<file path="src/rtl/operand_serializer.sv">
// Parallel-to-serial operand feeder: loads a WIDTH-bit operand and streams it LSB-first.
// Define OPERAND_SERIALIZER_ROTATE_EN to rotate (preserve operand) instead of zero-filling.
module operand_serializer #(
    parameter int WIDTH = 8
) (
    input  logic                     clk,
    input  logic                     rst_n,
    input  logic                     load_en,
    input  logic [WIDTH-1:0]         parallel_in,
    input  logic                     start,
    input  logic                     abort,
    output logic                     ser_out,
    output logic                     ser_valid,
    output logic [$clog2(WIDTH)-1:0] bit_index,
    output logic                     last_bit,
    output logic                     ready,
    output logic                     busy,
    output logic                     done
);
    localparam int CW = $clog2(WIDTH);
    localparam logic [CW-1:0] LAST_IDX = CW'(WIDTH - 1);

    typedef enum logic [1:0] {IDLE, SHIFT, DONE} state_t;

    state_t            state_q, state_d;
    logic [WIDTH-1:0]  shift_q, shift_d;
    logic [CW-1:0]     idx_q,   idx_d;
    logic              fill;

`ifdef OPERAND_SERIALIZER_ROTATE_EN
    assign fill = shift_q[0];
`else
    assign fill = 1'b0;
`endif

    always_ff @(posedge clk or negedge rst_n) begin
        if (!rst_n) begin
            state_q <= IDLE;
            shift_q <= '0;
            idx_q   <= '0;
        end else begin
            state_q <= state_d;
            shift_q <= shift_d;
            idx_q   <= idx_d;
        end
    end

    always_comb begin
        state_d = state_q;
        shift_d = shift_q;
        idx_d   = idx_q;
        case (state_q)
            IDLE: begin
                if (load_en) shift_d = parallel_in;
                if (start) begin
                    state_d = SHIFT;
                    idx_d   = '0;
                end
            end
            SHIFT: begin
                // The bit on ser_out this cycle is consumed even when aborting.
                shift_d = {fill, shift_q[WIDTH-1:1]};
                if (abort) begin
                    state_d = IDLE;
                    idx_d   = '0;
                end else if (idx_q == LAST_IDX) begin
                    state_d = DONE;
                    idx_d   = '0;
                end else begin
                    idx_d = idx_q + 1'b1;
                end
            end
            DONE:    state_d = IDLE;
            default: state_d = IDLE;
        endcase
    end

    always_comb begin
        ser_valid = (state_q == SHIFT);
        busy      = (state_q == SHIFT);
        done      = (state_q == DONE);
        ready     = (state_q == IDLE);
        last_bit  = (state_q == SHIFT) && (idx_q == LAST_IDX);
    end

    assign ser_out   = shift_q[0];
    assign bit_index = idx_q;

endmodule

</file>
<file path="config.mk">
export PLATFORM = sky130hd
export DESIGN_NAME = operand_serializer
export DESIGN_NICKNAME = d
export VERILOG_FILES = /design/src/rtl/operand_serializer.sv
export SDC_FILE = /design/constraint.sdc
export NUM_CORES = 1
export LEC_CHECK = 0
export CAP_MARGIN = 20
export CORE_MARGIN = 1
export CORE_UTILIZATION = 48
export DETAILED_ROUTE_END_ITERATION = 8
export GPL_TIMING_DRIVEN = 0
export PLACE_DENSITY = 0.87
export SYNTH_ARGS = -nofsm -noshare
export SYNTH_HDL_FRONTEND = slang
export SYNTH_SLANG_ARGS = --single-unit
</file>
<file path="constraint.sdc">
create_clock -name clk -period 2.7 [get_ports clk]
set_clock_uncertainty 0.2 [all_clocks]
set_input_delay 0.54 -clock clk [delete_from_list [all_inputs] [get_ports clk]]
set_output_delay 0.54 -clock clk [all_outputs]
set_load 0.1 [all_outputs]
</file>
==> out/summary.txt, run 1 <==
Status: finished clean
Root buffer cell: clkbuf_4
Syn Area/Cell: 11.4 sq um
Drt pass-1 iters: 5
Vias in the first global route: 483
Area Overhead vs Synth: 35.4%
Initial Util: 53.1%
Mapped cell area: 717 sq um
Switching Share: 40.4%
Worst path cell trace: buf_6 -> nor2b_4 -> buf_4 -> clkdlybuf4s15_1
Via/cell ratio: 5.59
NetSw: 0.000253 W
Worst min-delay path class: reg -> reg
Reg-to-Reg End: state_q[0]$_DFFE_PN0P_
Setup-violating endpoint count in the final report: 0
CTS tree: done
Port buffer count: 21
Post-route clock period utilization: 96.7%
Synth warn: 0
Critical path's top delay family: buffers and inverters
Power Total: 0.000628 W
Synth top area cells: dfrtp_1, nor4b_1, a211oi_1
Largest net degree at the start of global routing: 14
Tmin final: 2.61 ns
CP max FO: 10
Clk slew on worst S/H paths: 0.07 ns
Layout net count: 104
ANT nets after route: 0
EDFF count, synth: 0
Iter 0 DRT Violations: 18
Initial antenna violation count: 0
Routed WL per cell: 14.2 um
CP endpoint: ser_valid
# rows: 13
Clock tree buffer depth: 2
Cell taking the most area after synthesis: dfrtp_1
DP HPWL: 1.08 mm
Worst skew pair latency: 0.27 ns
Slew Viols, Final: 0
Crit path buf inv count: 3
# diodes: 0
Flop pwr share: 39.6%
Fillers: 113
Syn_nets: 78
Total global routing overflow: 0
Critical path's slowest cell: clkdlybuf4s15_1
DIE AREA: 1650 sq um
Fraction of registers with async set/reset: 100%
Num Clock Sinks: 13
Synth top area share: 45.4%
Peak supply drop: 0.367 mV
Die height: 40.6 um
Setup crit end kind: output pin
DRC: 0
Final wirelength: 1.47 mm
Final Hold Fails: 0
Slew HR: 35.5%
Die width: 40.6 um
CP arrival: 1.87 ns
Required @ worst endpoint: 1.96 ns
Critical path depth: 4
Layout cells sized above 1: 18.2%
Seq/Total Area, Yosys: 45.4%
Int Power: 0.000374 W
First-pass GRT wire length: 2.20 mm
Fmax: 0.383 GHz
Clk network pwr share: 18.1%
PD cells: 646 nW/um^2
Main synth FF type: dfrtp_1
Comb pwr share: 42.3%
Io pins: 22
Post-Place Cells: 99
Lkg Pwr: 0.433 nW
RSZ-0062 raised after global routing: false
Cells after Synth: 63
Placer Congestion: 0.695
Critical path class: reg -> out
R2r worst-path depth: 4
Max-cap viol count: 0
Slowest Stage Delay on Critical Path: 0.81 ns
Vias post-DR: 576
Final std cells w/o fill: 103
Max H-tree Level: 1
Num CTS Buffers: 3
FF-to-FF setup slack: 1.05 ns
Std-Cell Core Area: 1350 sq um
Worst setup SP type: register
Most numerous cell in the Yosys netlist: dfrtp_1
Setup TNS: 0 ns
Cell variety after synth: 22
Synth top cells by count: dfrtp_1, inv_1, a211oi_1, nor3b_1, nor4b_1
Seq cells post-synth: 13
CP startpoint: state_q[0]$_DFFE_PN0P_
CTS Hold Bufs: 0
GRT Overall Usage: 21.5%
RR Startpoint: bit_index[0]$_DFFE_PN0P_
Worst-margin pin slew: 0.964 ns
[worst register-to-register path, stage by stage, from the launching register on]
cell and delay [ns]:
dfrtp_1 0.41, ha_1 0.21, ha_1 0.22, or3b_1 0.40, a21oi_2 0.13
[how the worst min path moves through the flow]
stage                      startpoint                  endpoint  slack, ns  depth (start not counted)
6_report       shift_q[7]$_DFFE_PN0P_    shift_q[7]$_DFFE_PN0P_       0.31                          1
5_1_grt        shift_q[7]$_DFFE_PN0P_    shift_q[7]$_DFFE_PN0P_       0.33                          1
4_1_cts        shift_q[7]$_DFFE_PN0P_    shift_q[7]$_DFFE_PN0P_       0.31                          1
3_5_place_dp   shift_q[7]$_DFFE_PN0P_    shift_q[7]$_DFFE_PN0P_       0.30                          1
3_3_place_gp   shift_q[7]$_DFFE_PN0P_    shift_q[7]$_DFFE_PN0P_       0.29                          1
2_1_floorplan                   rst_n  bit_index[0]$_DFFE_PN0P_       0.04                          0
[metrics by stage]
| step | worst slack [ns] | hold WS, ns | cell area (sq um) | util, % |
|---|---|---|---|---|
| floorplan | 0.107 | 0.0444 | 721 | - |
| global placement | -0.0491 | 0.287 | 950 | 70.3 |
| detailed placement | -0.0624 | 0.297 | 950 | 70.3 |
| CTS | 0.0320 | 0.314 | 972 | 72.0 |
| global route | 0.000333 | 0.335 | 971 | 71.9 |
| finish | 0.0888 | 0.306 | 971 | 71.9 |
[cell usage in the layout (no fill, tap or decap), types with 3 or more instances in the layout]
master and n:
nor4b_1 6, clkdlybuf4s50_1 16, a22o_1 3, nor3b_1 6, clkbuf_4 3, dfrtp_1 13, a211oi_1 6, inv_1 7
[routing by layer]
layer	vias up	part of all wire (%)	track usage (%)
met4	0	2.5	15.8
met1	267	44	28.2
met5	-	0	0
li1	280	-	-
met2	23	46	29.0
met3	6	7.7	7.61
[sequential cells by signal, indices dropped and copies added, names as in the netlist]
name,cells
bit_index,3
shift_q,8
state_q,2
[cells by family (layout without fill, tap and decap cells)]
group | count (synthesis) | count (layout) | share of synthesized area (%)
adder cells (fa/ha/maj) | 2 | 2 | 3.49
buffers and inverters | 12 | 37 | 9.60
flip-flops | 13 | 13 | 45.4
AO/OA/AOI/OAI | 14 | 14 | 17.6
AND/OR/NAND/NOR | 22 | 22 | 23.9
[power groups by stage]
stage | registers (W) | logic (W) | clock network, W
6_report | 0.000248 | 0.000266 | 0.000114
5_1_grt | 0.000252 | 0.000282 | 0.000127
4_1_cts | 0.000248 | 0.000266 | 0.000119
3_5_place_dp | 0.000252 | 0.000270 | 0
3_3_place_gp | 0.000250 | 0.000266 | 0
2_1_floorplan | 0.000310 | 0.000139 | 0
[cell type report]
class | instances | area (sq um) | area share (%)
buffer | 5 | 42.5 | 4.38
clock buffer | 4 | 26.3 | 2.71
inverter | 7 | 26.3 | 2.71
multi-input combinational | 38 | 327 | 33.6
sequential | 13 | 325 | 33.5
tap | 15 | 18.8 | 1.93
timing repair buffer | 21 | 205 | 21.1
[what timing repair did]
| item | CTS | global route |
|---|---|---|
| gates resized for setup | 7 | 4 |
| pin swaps | 0 | 0 |
| hold endpoints to repair | 0 | 0 |
| endpoints found under the setup margin | 5 | 3 |
| buffers inserted | 0 | 0 |
(Power assumes the default switching activity.)
==> run 2, diff against run 1 <==
==> constraint.sdc (replaced) <==
create_clock -name clk -period 2.7 [get_ports clk]
set_clock_uncertainty 0.2 [all_clocks]
set_input_delay 0.27 -clock clk [delete_from_list [all_inputs] [get_ports clk]]
set_output_delay 0.27 -clock clk [all_outputs]
set_load 0.1 [all_outputs]
==> out/summary.txt, run 2 (synthesis gave the netlist of run 1 again) <==
Drt pass-1 iters: 4
PD cells: 658 nW/um^2
NetSw: 0.000263 W
Die width: 40.6 um
Max-cap viol count: 0
Worst-margin pin slew: 0.981 ns
Flop pwr share: 38.6%
Initial antenna violation count: 0
Initial Util: 53.1%
Worst path cell trace: buf_6 -> nor2b_4 -> clkdlybuf4s50_1
Peak supply drop: 0.344 mV
DIE AREA: 1650 sq um
Fillers: 102
Slew HR: 34.4%
Switching Share: 41.1%
Layout cells sized above 1: 13.6%
# diodes: 0
Placed Instance Area: 946 sq um
Fmax: 0.387 GHz
Slew Viols, Final: 0
Final Instance Area: 975 sq um
Slowest Stage Delay on Critical Path: 1.15 ns
Std-Cell Core Area: 1350 sq um
FF-to-FF setup slack: 1.06 ns
Worst min-delay path class: in -> async
Largest net degree at the start of global routing: 14
Worst setup SP type: register
ANT nets after route: 0
Max FFs per register: 8
DP HPWL: 1.04 mm
CTS tree: done
GRT Overall Usage: 20.3%
Max H-tree Level: 1
Total global routing overflow: 0
Placer Congestion: 0.638
CP max FO: 10
Final wirelength: 1.50 mm
Num Clock Sinks: 13
Critical path's slowest cell: clkdlybuf4s50_1
Routed WL per cell: 14.5 um
Area Overhead vs Synth: 36.0%
Clk network pwr share: 19.5%
Tmin final: 2.58 ns
Num CTS Buffers: 3
Setup crit end kind: output pin
Status: finished clean
Critical path's top delay family: buffers and inverters
CP arrival: 2.11 ns
RSZ-0062 raised after global routing: false
Clk slew on worst S/H paths: 0.09 ns
Setup-violating endpoint count in the final report: 0
Most flop-heavy register: shift_q
Iter 0 DRT Violations: 8
DRC: 0
Io pins: 22
Int Power: 0.000378 W
Setup TNS: 0 ns
Most frequent cells in the layout: clkdlybuf4s50_1, dfrtp_1, inv_1
CTS Hold Bufs: 0
Most common cell after layout, fill and taps aside: clkdlybuf4s50_1
Crit path buf inv count: 2
Util after Layout: 72.2%
Comb pwr share: 41.9%
Die height: 40.6 um
Layout net count: 104
Worst skew pair latency: 0.28 ns
Vias in the first global route: 478
Vias post-DR: 575
Port buffer count: 21
First-pass GRT wire length: 2.15 mm
# rows: 13
Required @ worst endpoint: 2.23 ns
Via/cell ratio: 5.58
Post-route clock period utilization: 95.7%
Clock tree buffer depth: 2
Critical path class: reg -> out
Root buffer cell: clkbuf_4
Lkg Pwr: 0.455 nW
Final Hold Fails: 0
## run 2: repair_timing
item / CTS / global route
buffers inserted: 0 / 0
endpoints found under the setup margin: 2 / 2
pin swaps: 0 / 0
resized for setup: 2 / 2
## run 2: path summary, 6_finish.rpt
kind	start	endpoint	depth (start not counted)
worst max-delay path	state_q[0]$_DFFE_PN0P_	busy	3
worst min-delay path	rst_n	shift_q[3]$_DFFE_PN0P_	1
worst max register to register	bit_index[0]$_DFFE_PN0P_	state_q[0]$_DFFE_PN0P_	4
worst min register to register	shift_q[7]$_DFFE_PN0P_	shift_q[7]$_DFFE_PN0P_	1
max in group asynchronous	rst_n	shift_q[5]$_DFFE_PN0P_	1
min in group clk	shift_q[7]$_DFFE_PN0P_	shift_q[7]$_DFFE_PN0P_	1
## run 2: per-stage QoR
step | total power [W] | cells | hold slack (ns) | setup slack [ns]
4_1_cts | 0.000645 | 103 | 0.180 | 0.00966
2_1_floorplan | 0.000448 | 63 | -0.226 | 0.0910
3_3_place_gp | 0.000515 | 99 | 0.285 | 0.228
3_5_place_dp | 0.000521 | 99 | 0.296 | 0.255
6_report | 0.000641 | 103 | 0.167 | 0.116
5_1_grt | 0.000670 | 103 | 0.194 | 0.0611
## run 2: power by group through the flow
stage	clock network [W]	registers, W	logic, W
2_1_floorplan	0	0.000310	0.000138
6_report	0.000125	0.000248	0.000269
5_1_grt	0.000135	0.000252	0.000282
3_3_place_gp	0	0.000250	0.000265
3_5_place_dp	0	0.000251	0.000270
4_1_cts	0.000127	0.000248	0.000270
## run 2: cell type report
cell class                 count  area [sq um]  area share, %
clock buffer                   4          26.3           2.70
multi-input combinational     38           323           33.1
inverter                       7          26.3           2.70
buffer                         5          42.5           4.36
sequential                    13           325           33.4
tap                           15          18.8           1.93
timing repair buffer          21           213           21.8
## run 2: per-layer routing
layer | routed length (um) | track usage [%] | part of all wire [%] | up-vias
li1 | - | - | - | 280
met1 | 722 | 26.1 | 48 | 279
met2 | 704 | 32.1 | 47 | 16
met3 | 68 | 4.35 | 4.5 | 0
met4 | 0 | 10.0 | 0 | 0
met5 | 0 | 0 | 0 | -
## run 2: worst register-to-register path: cells and delay by family, from the launching register on
family / cells / cell delay, ns
flip-flops: 1 / 0.42
AO/OA/AOI/OAI: 1 / 0.13
adder cells (fa/ha/maj): 2 / 0.42
AND/OR/NAND/NOR: 1 / 0.40
==> run 3, diff against run 2 <==
Settings changed: CAP_MARGIN 20 to 10.
==> results of run 3 <==
Final layout, timing and power as in run 2 (identical DEF).
